$ cat config.mk
export PLATFORM = sky130hd
export DESIGN_NAME = lsu
export DESIGN_NICKNAME = d
export VERILOG_FILES = /design/src/rtl/lsu_pkg.sv /design/src/rtl/lsu_align.sv /design/src/rtl/lsu.sv
export SDC_FILE = /design/constraint.sdc
export NUM_CORES = 1
export LEC_CHECK = 0
export ABC_AREA = 1
export BUFFER_PORTS_ARGS = -buffer_cell sky130_fd_sc_hd__buf_2
export CORE_MARGIN = 5
export CORE_UTILIZATION = 40
export CTS_CLUSTER_SIZE = 20
export DETAILED_ROUTE_END_ITERATION = 12
export PLACE_DENSITY_LB_ADDON = 0.15
export SYNTH_ARGS = -nofsm -noshare
export SYNTH_HDL_FRONTEND = slang
export SYNTH_HIERARCHICAL = 1
export SYNTH_SLANG_ARGS = --single-unit
export TNS_END_PERCENT = 30
$ cat constraint.sdc
create_clock -name clk_i -period 2 [get_ports clk_i]
set_clock_uncertainty 0.15 [all_clocks]
set_input_delay 0.4 -clock clk_i [delete_from_list [all_inputs] [get_ports clk_i]]
set_output_delay 0.4 -clock clk_i [all_outputs]
set_load 0.02 [all_outputs]
$ cat src/rtl/lsu_pkg.sv
// Shared constants for the load/store path of the RV32I core.
// - acc_e       : memory access size driven by the control stage on
//                 mem_acc_r/mem_acc_w (NONE/B/H/W).
// - lsu_state_e : LSU access FSM states.
// - done_e      : what the LSU reports in its DONE cycle.
package lsu_pkg;

  typedef enum logic [1:0] {
    ACC_NONE = 2'b00,
    ACC_B    = 2'b01,
    ACC_H    = 2'b10,
    ACC_W    = 2'b11
  } acc_e;

  typedef enum logic [1:0] {
    S_IDLE   = 2'b00,
    S_REQ    = 2'b01,
    S_WAIT_R = 2'b10,
    S_DONE   = 2'b11
  } lsu_state_e;

  typedef enum logic [1:0] {
    DN_LOAD  = 2'b00,
    DN_STORE = 2'b01,
    DN_ERR   = 2'b10
  } done_e;

endpackage

$ cat src/rtl/lsu_align.sv
// Combinational lane logic for the LSU.
// Request side (live decode in IDLE):
//   req_size, req_addr_lo, req_wdata -> req_be, req_wdata_rep, req_misaligned
// Response side (registered access in WAIT_R):
//   rsp_size, rsp_sext, rsp_addr_lo, rsp_rdata -> rsp_rdata_ext
module lsu_align
  import lsu_pkg::*;
(
  input  acc_e        req_size,
  input  logic [1:0]  req_addr_lo,
  input  logic [31:0] req_wdata,
  output logic [3:0]  req_be,
  output logic [31:0] req_wdata_rep,
  output logic        req_misaligned,
  input  acc_e        rsp_size,
  input  logic        rsp_sext,
  input  logic [1:0]  rsp_addr_lo,
  input  logic [31:0] rsp_rdata,
  output logic [31:0] rsp_rdata_ext
);

  logic [31:0] lane;

  // NOTE: every output of a combinational block gets a default before the
  // case so no path leaves it unassigned, which would infer a latch.
  always_comb begin
    req_be         = 4'b0000;
    req_wdata_rep  = req_wdata;
    req_misaligned = 1'b0;
    case (req_size)
      ACC_B: begin
        req_be        = 4'b0001 << req_addr_lo;
        req_wdata_rep = {4{req_wdata[7:0]}};
      end
      ACC_H: begin
        req_be         = 4'b0011 << req_addr_lo;
        req_wdata_rep  = {2{req_wdata[15:0]}};
        req_misaligned = req_addr_lo[0];
      end
      ACC_W: begin
        req_be         = 4'b1111;
        req_misaligned = (req_addr_lo != 2'b00);
      end
      default: ;
    endcase
  end

  // Move the addressed byte/half down to bit 0 before extending.
  assign lane = rsp_rdata >> {rsp_addr_lo, 3'b000};

  always_comb begin
    rsp_rdata_ext = rsp_rdata;
    case (rsp_size)
      ACC_B:   rsp_rdata_ext = {{24{rsp_sext & lane[7]}},  lane[7:0]};
      ACC_H:   rsp_rdata_ext = {{16{rsp_sext & lane[15]}}, lane[15:0]};
      default: ;
    endcase
  end

endmodule

$ cat src/rtl/lsu.sv
// Load/store unit between the control stage and a request/grant data bus.
// Control side : mem_wr_en_i, mem_acc_r_i, mem_acc_w_i, mem_r_sext_i, addr_i,
//                wdata_i in; rdata_o, rd_valid_o, wr_ready_o, stall_o, err_o out.
// Bus side     : bus_req_o, bus_we_o, bus_addr_o, bus_be_o, bus_wdata_o out;
//                bus_gnt_i, bus_rvalid_i, bus_rdata_i in.
// Accesses run IDLE -> REQ -> (WAIT_R) -> DONE; the core is stalled until
// DONE, where exactly one of rd_valid_o / wr_ready_o / err_o pulses.
// TIMEOUT_CYCLES bounds each of REQ and WAIT_R; 0 disables the bound.
module lsu
  import lsu_pkg::*;
#(
  parameter int unsigned TIMEOUT_CYCLES = 255
) (
  input  logic        clk_i,
  input  logic        rstn_i,
  input  logic        mem_wr_en_i,
  input  logic [1:0]  mem_acc_r_i,
  input  logic [1:0]  mem_acc_w_i,
  input  logic        mem_r_sext_i,
  input  logic [31:0] addr_i,
  input  logic [31:0] wdata_i,
  output logic [31:0] rdata_o,
  output logic        rd_valid_o,
  output logic        wr_ready_o,
  output logic        stall_o,
  output logic        err_o,
  output logic        bus_req_o,
  output logic        bus_we_o,
  output logic [31:0] bus_addr_o,
  output logic [3:0]  bus_be_o,
  output logic [31:0] bus_wdata_o,
  input  logic        bus_gnt_i,
  input  logic        bus_rvalid_i,
  input  logic [31:0] bus_rdata_i
);

  // Counter holds 0..TIMEOUT_CYCLES-1; the last value is the final waiting cycle.
  localparam int unsigned CNT_W = (TIMEOUT_CYCLES > 1) ? $clog2(TIMEOUT_CYCLES) : 1;
  localparam logic [CNT_W-1:0] TO_LAST =
    (TIMEOUT_CYCLES > 0) ? CNT_W'(TIMEOUT_CYCLES - 1) : '0;

  lsu_state_e  state_q, state_d;
  done_e       done_q, done_d;
  logic [CNT_W-1:0] cnt_q;

  logic [31:0] addr_q;
  acc_e        size_q;
  logic        sext_q;
  logic        we_q;
  logic [3:0]  be_q;
  logic [31:0] wdata_q;
  logic [31:0] rdata_q;

  acc_e        acc_r, acc_w, req_size;
  logic        is_store, is_load, active;
  logic [3:0]  req_be;
  logic [31:0] req_wdata_rep;
  logic        req_misaligned;
  logic [31:0] rsp_rdata_ext;
  logic        timeout_hit;

  // A store wins when control presents both a store and a load.
  assign acc_r    = acc_e'(mem_acc_r_i);
  assign acc_w    = acc_e'(mem_acc_w_i);
  assign is_store = mem_wr_en_i && (acc_w != ACC_NONE);
  assign is_load  = !is_store && (acc_r != ACC_NONE);
  assign active   = is_store || is_load;
  assign req_size = is_store ? acc_w : acc_r;

  lsu_align u_align (
    .req_size       (req_size),
    .req_addr_lo    (addr_i[1:0]),
    .req_wdata      (wdata_i),
    .req_be         (req_be),
    .req_wdata_rep  (req_wdata_rep),
    .req_misaligned (req_misaligned),
    .rsp_size       (size_q),
    .rsp_sext       (sext_q),
    .rsp_addr_lo    (addr_q[1:0]),
    .rsp_rdata      (bus_rdata_i),
    .rsp_rdata_ext  (rsp_rdata_ext)
  );

  assign timeout_hit = (TIMEOUT_CYCLES != 0) && (cnt_q == TO_LAST);

  // NOTE: registers use non-blocking assignments so every flop samples the
  // pre-edge value of its inputs, independent of statement order.
  always_ff @(posedge clk_i or negedge rstn_i) begin
    if (!rstn_i) state_q <= S_IDLE;
    else         state_q <= state_d;
  end

  // A grant or read beat arriving in the final waiting cycle still counts;
  // the timeout fires only when that cycle passes with nothing from the bus.
  always_comb begin
    state_d = state_q;
    done_d  = done_q;
    case (state_q)
      S_IDLE: begin
        if (active) begin
          if (req_misaligned) begin
            state_d = S_DONE;
            done_d  = DN_ERR;
          end else begin
            state_d = S_REQ;
            done_d  = is_store ? DN_STORE : DN_LOAD;
          end
        end
      end
      S_REQ: begin
        if (bus_gnt_i) begin
          state_d = we_q ? S_DONE : S_WAIT_R;
        end else if (timeout_hit) begin
          state_d = S_DONE;
          done_d  = DN_ERR;
        end
      end
      S_WAIT_R: begin
        if (bus_rvalid_i) begin
          state_d = S_DONE;
        end else if (timeout_hit) begin
          state_d = S_DONE;
          done_d  = DN_ERR;
        end
      end
      S_DONE:  state_d = S_IDLE;
      default: state_d = S_IDLE;
    endcase
  end

  // stall_o in IDLE is a direct function of the control inputs, so it is
  // also gated by reset to keep every output low while rstn_i is asserted.
  always_comb begin
    stall_o    = 1'b0;
    bus_req_o  = 1'b0;
    rd_valid_o = 1'b0;
    wr_ready_o = 1'b0;
    err_o      = 1'b0;
    case (state_q)
      S_IDLE:   stall_o = active && rstn_i;
      S_REQ: begin
        stall_o   = 1'b1;
        bus_req_o = 1'b1;
      end
      S_WAIT_R: stall_o = 1'b1;
      S_DONE: begin
        rd_valid_o = (done_q == DN_LOAD);
        wr_ready_o = (done_q == DN_STORE);
        err_o      = (done_q == DN_ERR);
      end
      default: ;
    endcase
  end

  always_ff @(posedge clk_i or negedge rstn_i) begin
    if (!rstn_i) begin
      done_q  <= DN_LOAD;
      cnt_q   <= '0;
      addr_q  <= '0;
      size_q  <= ACC_NONE;
      sext_q  <= 1'b0;
      we_q    <= 1'b0;
      be_q    <= '0;
      wdata_q <= '0;
      rdata_q <= '0;
    end else begin
      done_q <= done_d;

      if (state_d != state_q) begin
        cnt_q <= '0;
      end else if (state_q == S_REQ || state_q == S_WAIT_R) begin
        cnt_q <= cnt_q + CNT_W'(1);
      end

      // The bus-facing registers stay frozen from here until the next access.
      if (state_q == S_IDLE && active && !req_misaligned) begin
        addr_q  <= addr_i;
        size_q  <= req_size;
        sext_q  <= mem_r_sext_i;
        we_q    <= is_store;
        be_q    <= req_be;
        wdata_q <= req_wdata_rep;
      end

      if (state_q == S_WAIT_R && bus_rvalid_i) begin
        rdata_q <= rsp_rdata_ext;
      end
    end
  end

  assign bus_we_o    = we_q;
  assign bus_addr_o  = {addr_q[31:2], 2'b00};
  assign bus_be_o    = be_q;
  assign bus_wdata_o = wdata_q;
  assign rdata_o     = rdata_q;

endmodule

## Yosys cells after proc, flatten, opt, wreduce, memory -nomap -nowiden

Index checks and enable logic that the tools add are counted.
Widths: inputs -> output; s select.

| storage, ports and cells | value |
|---|---|
| flip-flop bits (word level) | 116 |
| input port bits | 106 |
| word-level logic and storage cells | 76 |
| output and inout port bits | 106 |

| operators by class | value |
|---|---|
| $add $sub $neg | 1 |
| muxes and demuxes | 26 |
| equality and inequality tests | 15 |
| reduce and logical (&&, ||, !) cells | 19 |
| shift operators | 3 |
| bitwise gates (word level) | 2 |

Operator list:

| operator | number |
|---|---|
| $pmux 32 s2 | 2 |
| $shr 32x5->16 | 1 |
| $mux 2 | 11 |
| $mux 8 | 2 |
| $eq 2x2->1 const B | 6 |
| $pmux 4 s3 | 1 |
| $add 8x1->8 const B | 1 |
| $eq 2x1->1 const B | 4 |
| $eq 8x8->1 const B | 1 |
| $pmux 2 s4 | 1 |
| $reduce_bool 2->1 | 4 |
| $logic_and 1x1->1 | 6 |
| $mux 1 | 6 |
| $ne 2x2->1 const B | 3 |
| $pmux 2 s3 | 1 |
| $logic_not 2->1 | 2 |
| $pmux 1 s2 | 2 |
| $reduce_and 4->1 | 1 |
| $shl 1x2->4 const A | 1 |
| $shl 2x2->4 const A | 1 |
| $reduce_bool 3->1 | 1 |
| $and 1x1->1 | 2 |
| $logic_not 1->1 | 2 |
| $logic_or 1x1->1 | 2 |
| 2 further kinds | 2 |

## Logic depth before layout (Yosys ltp)

| depth | value |
|---|---|
| depth in word-level cells | 10 |
| depth in mapped cells | 14 |
| mapped depth without buffers | 14 |

## Cells and area by module

The synthesis kept the hierarchy.

Modules (own cells, without submodules):

| module | cells an instance | area each (µm²) | times used | seq. area each (µm²) |
|---|---|---|---|---|
| lsu | 517 | 5,067.4 | 1 | 2,902.8 |
| lsu_align | 314 | 1,561.5 | 1 | 0.0 |

## Worst setup path after synthesis

Ideal clock, no wire load.

| timing path | value |
|---|---|
| kind | input port to flip-flop |
| start point | input mem_acc_w_i[0] |
| end point | register wdata_q[8] (netlist: bus_wdata_o[8]) |
| buffers on the path | 2 |
| library setup time | 0.117 ns |
| slack | -0.399 ns |
| stages | 11 |
| arrival time | 2.132 ns |
| cells stage by stage | o21ai_2 inv_1 o21ai_0 inv_1 ha_1 clkbuf_1 buf_2 a32oi_1 o21ai_0 nand2_1 nand2_1 |

RTL lines:

| item | RTL line | text |
|---|---|---|
| from (decl) | lsu.sv:18 | `input logic [1:0] mem_acc_w_i,` |
| $reduce_bool 2->1 | lsu.sv:65 | `assign is_store = mem_wr_en_i && (acc_w != ACC_NONE);` |
| $logic_and 1x1->1 | lsu.sv:65 |  |
| $mux 2 (*) | lsu.sv:68 | `assign req_size = is_store ? acc_w : acc_r;` |
| named net req_size[0] | lsu.sv:54 | `acc_e acc_r, acc_w, req_size;` |
| $eq 2x2->1 or $eq 2x1->1 (tied branches) | lsu_align.sv:30 | `case (req_size)` |
| $pmux 32 s2 (*) | lsu_align.sv:30 |  |
| named net req_wdata_rep[8] | lsu.sv:57 | `logic [31:0] req_wdata_rep;` |
| to (signal assigned) | lsu.sv:182 | `wdata_q <= req_wdata_rep;` |
| to (decl) | lsu.sv:51 | `logic [31:0] wdata_q;` |

The timed path passes the listed nets; every way through them passes the cells marked *.
A chain may end at the register's enable or synchronous reset.

## Worst setup path after layout

| timing path | value |
|---|---|
| start point | register state_q[1] |
| end point | output stall_o |

| between the ends | value |
|---|---|
| longest elaborated chain between the ends | 3 |

RTL lines:

| item | RTL line | text |
|---|---|---|
| from (decl) | lsu.sv:42 | `lsu_state_e state_q, state_d;` |
| from (signal assigned) | lsu.sv:90 | `else state_q <= state_d;` |
| $eq 2x1->1 or $eq 2x2->1 (tied branches) | lsu.sv:139 | `case (state_q)` |
| $reduce_or 2->1 (no source line) | n/a |  |
| $pmux 1 s2 (*) | lsu.sv:139 |  |
| to (decl) | lsu.sv:25 | `output logic stall_o,` |

Mark *: on every way between the ends. The rest lies on a longest branch, timed or not.

==> impl_results.md <==
* Gate Count Post-Synth at 831
* Routed vias/inst at 4.66
* Post-Layout Inst Area at 0.00863 mm^2
* Average wire length per cell after detail routing at 14.4 um
* Kind of capture point of the worst setup path: output port
* Power density cells at 1620 mW/mm^2
* Top cells by area, synth: sky130_fd_sc_hd__dfrtp_1 44%, sky130_fd_sc_hd__nand2_1 20%, sky130_fd_sc_hd__mux2_2 5.4%, sky130_fd_sc_hd__buf_4 4.8%, sky130_fd_sc_hd__inv_1 3.9%
* Top cell type by total area after synthesis: sky130_fd_sc_hd__dfrtp_1
* Number of distinct standard cells referenced by the synthesized netlist at 39
* Leakage power at 4.89 nW
* XOR/XNOR share of the synthesized area at 0.925%
* Number of nets in the layout at 1151
* Critical path class: flip-flop to output port
* Mean cell area of the mapped netlist at 7.98 um^2
* Number of buffer cells added on primary ports at 209
* Ys Warns at 6
* Simple-gate area share of the yosys netlist at 26.7%
* Unrepaired setup endpoints after global routing: yes
* Worst Path Required at 1450 ps
* Total Routing Usage GR at 19.0%
* Critical path launch point type: flip-flop
* Post-detailed-placement cell area at 0.00780 mm^2
* Layout overhead on the synthesized area at 30.2%
* EDFF count, synth at 0
* Maximum number of pins on one net before global-route repair at 117
* Mapped cell area at 0.00663 mm^2
* Fraction of the mapped netlist area in adder cells at 2.45%
* Slack of the worst reg-to-reg path at 60 ps
* Violations in the final reports: setup timing
* Pwr Total at 14.0 mW
* Fraction of the mapped netlist area in compound gates at 7.78%
* CTS buffer count at 17
* Outcome: finished, violations left
* Filler instances at 1601
* Area share of the largest cell type after synthesis at 43.8%
* Layout cells sized above 1 at 38.2%
* Depth of the worst register-to-register path at 12
* Global placement routability congestion at 0.863
* CTS root buffer: sky130_fd_sc_hd__clkbuf_16
* Number of rows created at floorplan at 47
* Number of design-rule violations left by the first detailed-router iteration at 236
* Post-synth top cells: 350 x sky130_fd_sc_hd__nand2_1, 116 x sky130_fd_sc_hd__dfrtp_1, 69 x sky130_fd_sc_hd__inv_1, 44 x sky130_fd_sc_hd__o21ai_0, 42 x sky130_fd_sc_hd__buf_4
* Via count of the first global-routing pass at 5905
* Total Die Area at 0.0192 mm^2
* Fin. max-slew vios at 0
* Die width at 139 um
* Maxcap violations at 0
* Slew at the pin closest to its max-slew limit at 647 ps
* TritonCTS clock tree: built
* I/O pins at 212
* Final TNS setup at -24.0 ps
* Largest family of logic cells by synthesized area: simple AND/OR/NAND/NOR gates
* Post-placement setup slack at -419 ps
* Remaining design rule violation count at 0
* Path type of the worst min-delay path: input port to flip-flop
* Peak Freq at 494 MHz
* Post-synthesis sequential area ratio at 43.8%
* Final critical-path share of the clock period at 101%
* Post-synthesis mux area share at 5.59%
* Slew Limit Headroom at 56.9%
* Residual antenna-violating net count after detailed routing at 0
* Antenna diode instance count at 0
* Largest fanout on the critical path at 4
* Post-route core utilization at 52.6%
* H-tree lvl count at 4
* Vertical extent of the die at 139 um
* DP HPWL at 13200 um
* Bufs on Longest Clock Path at 2
* Final worst setup slack at -24.0 ps
* Startpoint of the most critical register-to-register path: state_q[0]
* First-pass GRT wire length at 30000 um
* CTS Sinks at 116
* Via count at 5890
* Clock period minus final worst setup slack at 2020 ps
* Start point of the critical path: state_q[1]
* Insertion delay of the later-clocked pin in the worst-skew pair at 410 ps
* Setup Viol. Count Final at 1
* Starting density of the core at 40.4%
* Clock slew at reported path FFs at 60 ps
* Top_reg_cell synth: sky130_fd_sc_hd__dfrtp_1
* Number of iterations in the first detailed-routing pass at 5
* Initial antenna violation count at 0
* Grt total ovfl at 0
* Seq cells post-synth at 116
* Critical register-to-register path endpoint: cnt_q[2]
* Final number of hold-violating endpoints at 0
* Share of flip-flops with an asynchronous set or reset at 100%
* Final wirelength at 18200 um
* Most used standard cell by instance count after synthesis: sky130_fd_sc_hd__nand2_1
* Core outline area at 0.0164 mm^2
* Critical path endpoint: stall_o
* Max IR drop VDD at 0.804 mV
* Data arrival time of the critical path at 1470 ps
-- placed cells by master (no fill, tap or decap), types with 9 or more instances in the layout --
| master | n |
|---|---|
| sky130_fd_sc_hd__buf_2 | 203 |
| sky130_fd_sc_hd__buf_4 | 45 |
| sky130_fd_sc_hd__nand2_1 | 347 |
| sky130_fd_sc_hd__o21ai_1 | 10 |
| sky130_fd_sc_hd__inv_1 | 63 |
| sky130_fd_sc_hd__mux2_2 | 32 |
| sky130_fd_sc_hd__o21ai_0 | 38 |
| sky130_fd_sc_hd__clkbuf_16 | 17 |
| sky130_fd_sc_hd__nand2_2 | 22 |
| sky130_fd_sc_hd__a21oi_1 | 19 |
| sky130_fd_sc_hd__nor2_2 | 9 |
| sky130_fd_sc_hd__dfrtp_1 | 114 |
| sky130_fd_sc_hd__nand3_1 | 13 |
-- per-layer routing --
| metal | global-route usage [%] | part of all wire (%) |
|---|---|---|
| met5 | 0 | 0 |
| met4 | 5.87 | 1.8 |
| met3 | 6.28 | 8.1 |
| met2 | 31.3 | 48 |
| met1 | 23.8 | 42 |
-- power by group --
part	internal (mW)	switching [mW]
combinational	2.67	4.33
clock	1.86	1.20
sequential	3.33	0.604
total	7.86	6.13
-- worst min-delay path by stage --
stage                               start         endpoint  slack [ps]  cells past startpoint
after global placement    bus_wdata_o[21]  bus_wdata_o[21]         300                      2
after CTS                       addr_i[4]        addr_q[4]           8                      3
after floorplan                    rstn_i        addr_q[0]         -50                      0
after global routing           addr_i[11]       addr_q[11]          20                      3
final                          addr_i[11]       addr_q[11]          20                      3
after detailed placement      bus_be_o[2]      bus_be_o[2]         310                      2
-- layout make-up --
| type | instances | area [um^2] | area share (%) |
|---|---|---|---|
| Clock inverter | 15 | 171 | 1.99 |
| Sequential cell | 116 | 2910 | 33.7 |
| Timing Repair Buffer | 259 | 1520 | 17.7 |
| Clock buffer | 17 | 425 | 4.93 |
| Multi-Input combinational cell | 565 | 3040 | 35.2 |
| Inverter | 73 | 289 | 3.35 |
| Tap cell | 220 | 275 | 3.19 |
-- sequential cells by signal (all words and copies together), names as in the netlist --
register     flops
addr_q          32
bus_be_o         4
bus_wdata_o     32
bus_we_o         1
cnt_q            8
done_q           2
rdata_o         32
sext_q           1
size_q           2
state_q          2
-- metrics by stage --
stage               instances  hold slack [ps]
detailed placement       1224              307
floorplan                 832            -45.6
finish                   1265             24.7
global route             1265             23.1
CTS                      1261             8.12
global placement         1224              302
-- timing repair --
item,in CTS,in global routing
hold endpoints to repair,105,0
buffers inserted,4,4
setup endpoints to repair,5,95
resized for setup,14,26
pin swaps,3,6
hold buffers,1,0
-- cell families (layout without fill, tap and decap cells) --
logic type,after synthesis,count (layout)
AO/OA/AOI/OAI,92,92
multiplexers,33,33
flip-flops,116,116
adder cells (fa/ha/maj),13,13
XOR/XNOR,7,7
AND/OR/NAND/NOR,418,418
buffers and inverters,151,364
other,1,2
-- worst max-delay path, stage by stage (launching register included) --
cell and delay, ps:
sky130_fd_sc_hd__dfrtp_2 410, sky130_fd_sc_hd__inv_2 70, sky130_fd_sc_hd__ha_4 290, sky130_fd_sc_hd__inv_6 40
sky130_fd_sc_hd__a21oi_4 130, sky130_fd_sc_hd__buf_6 130
Note: power is estimated with default switching activity, not from simulation.
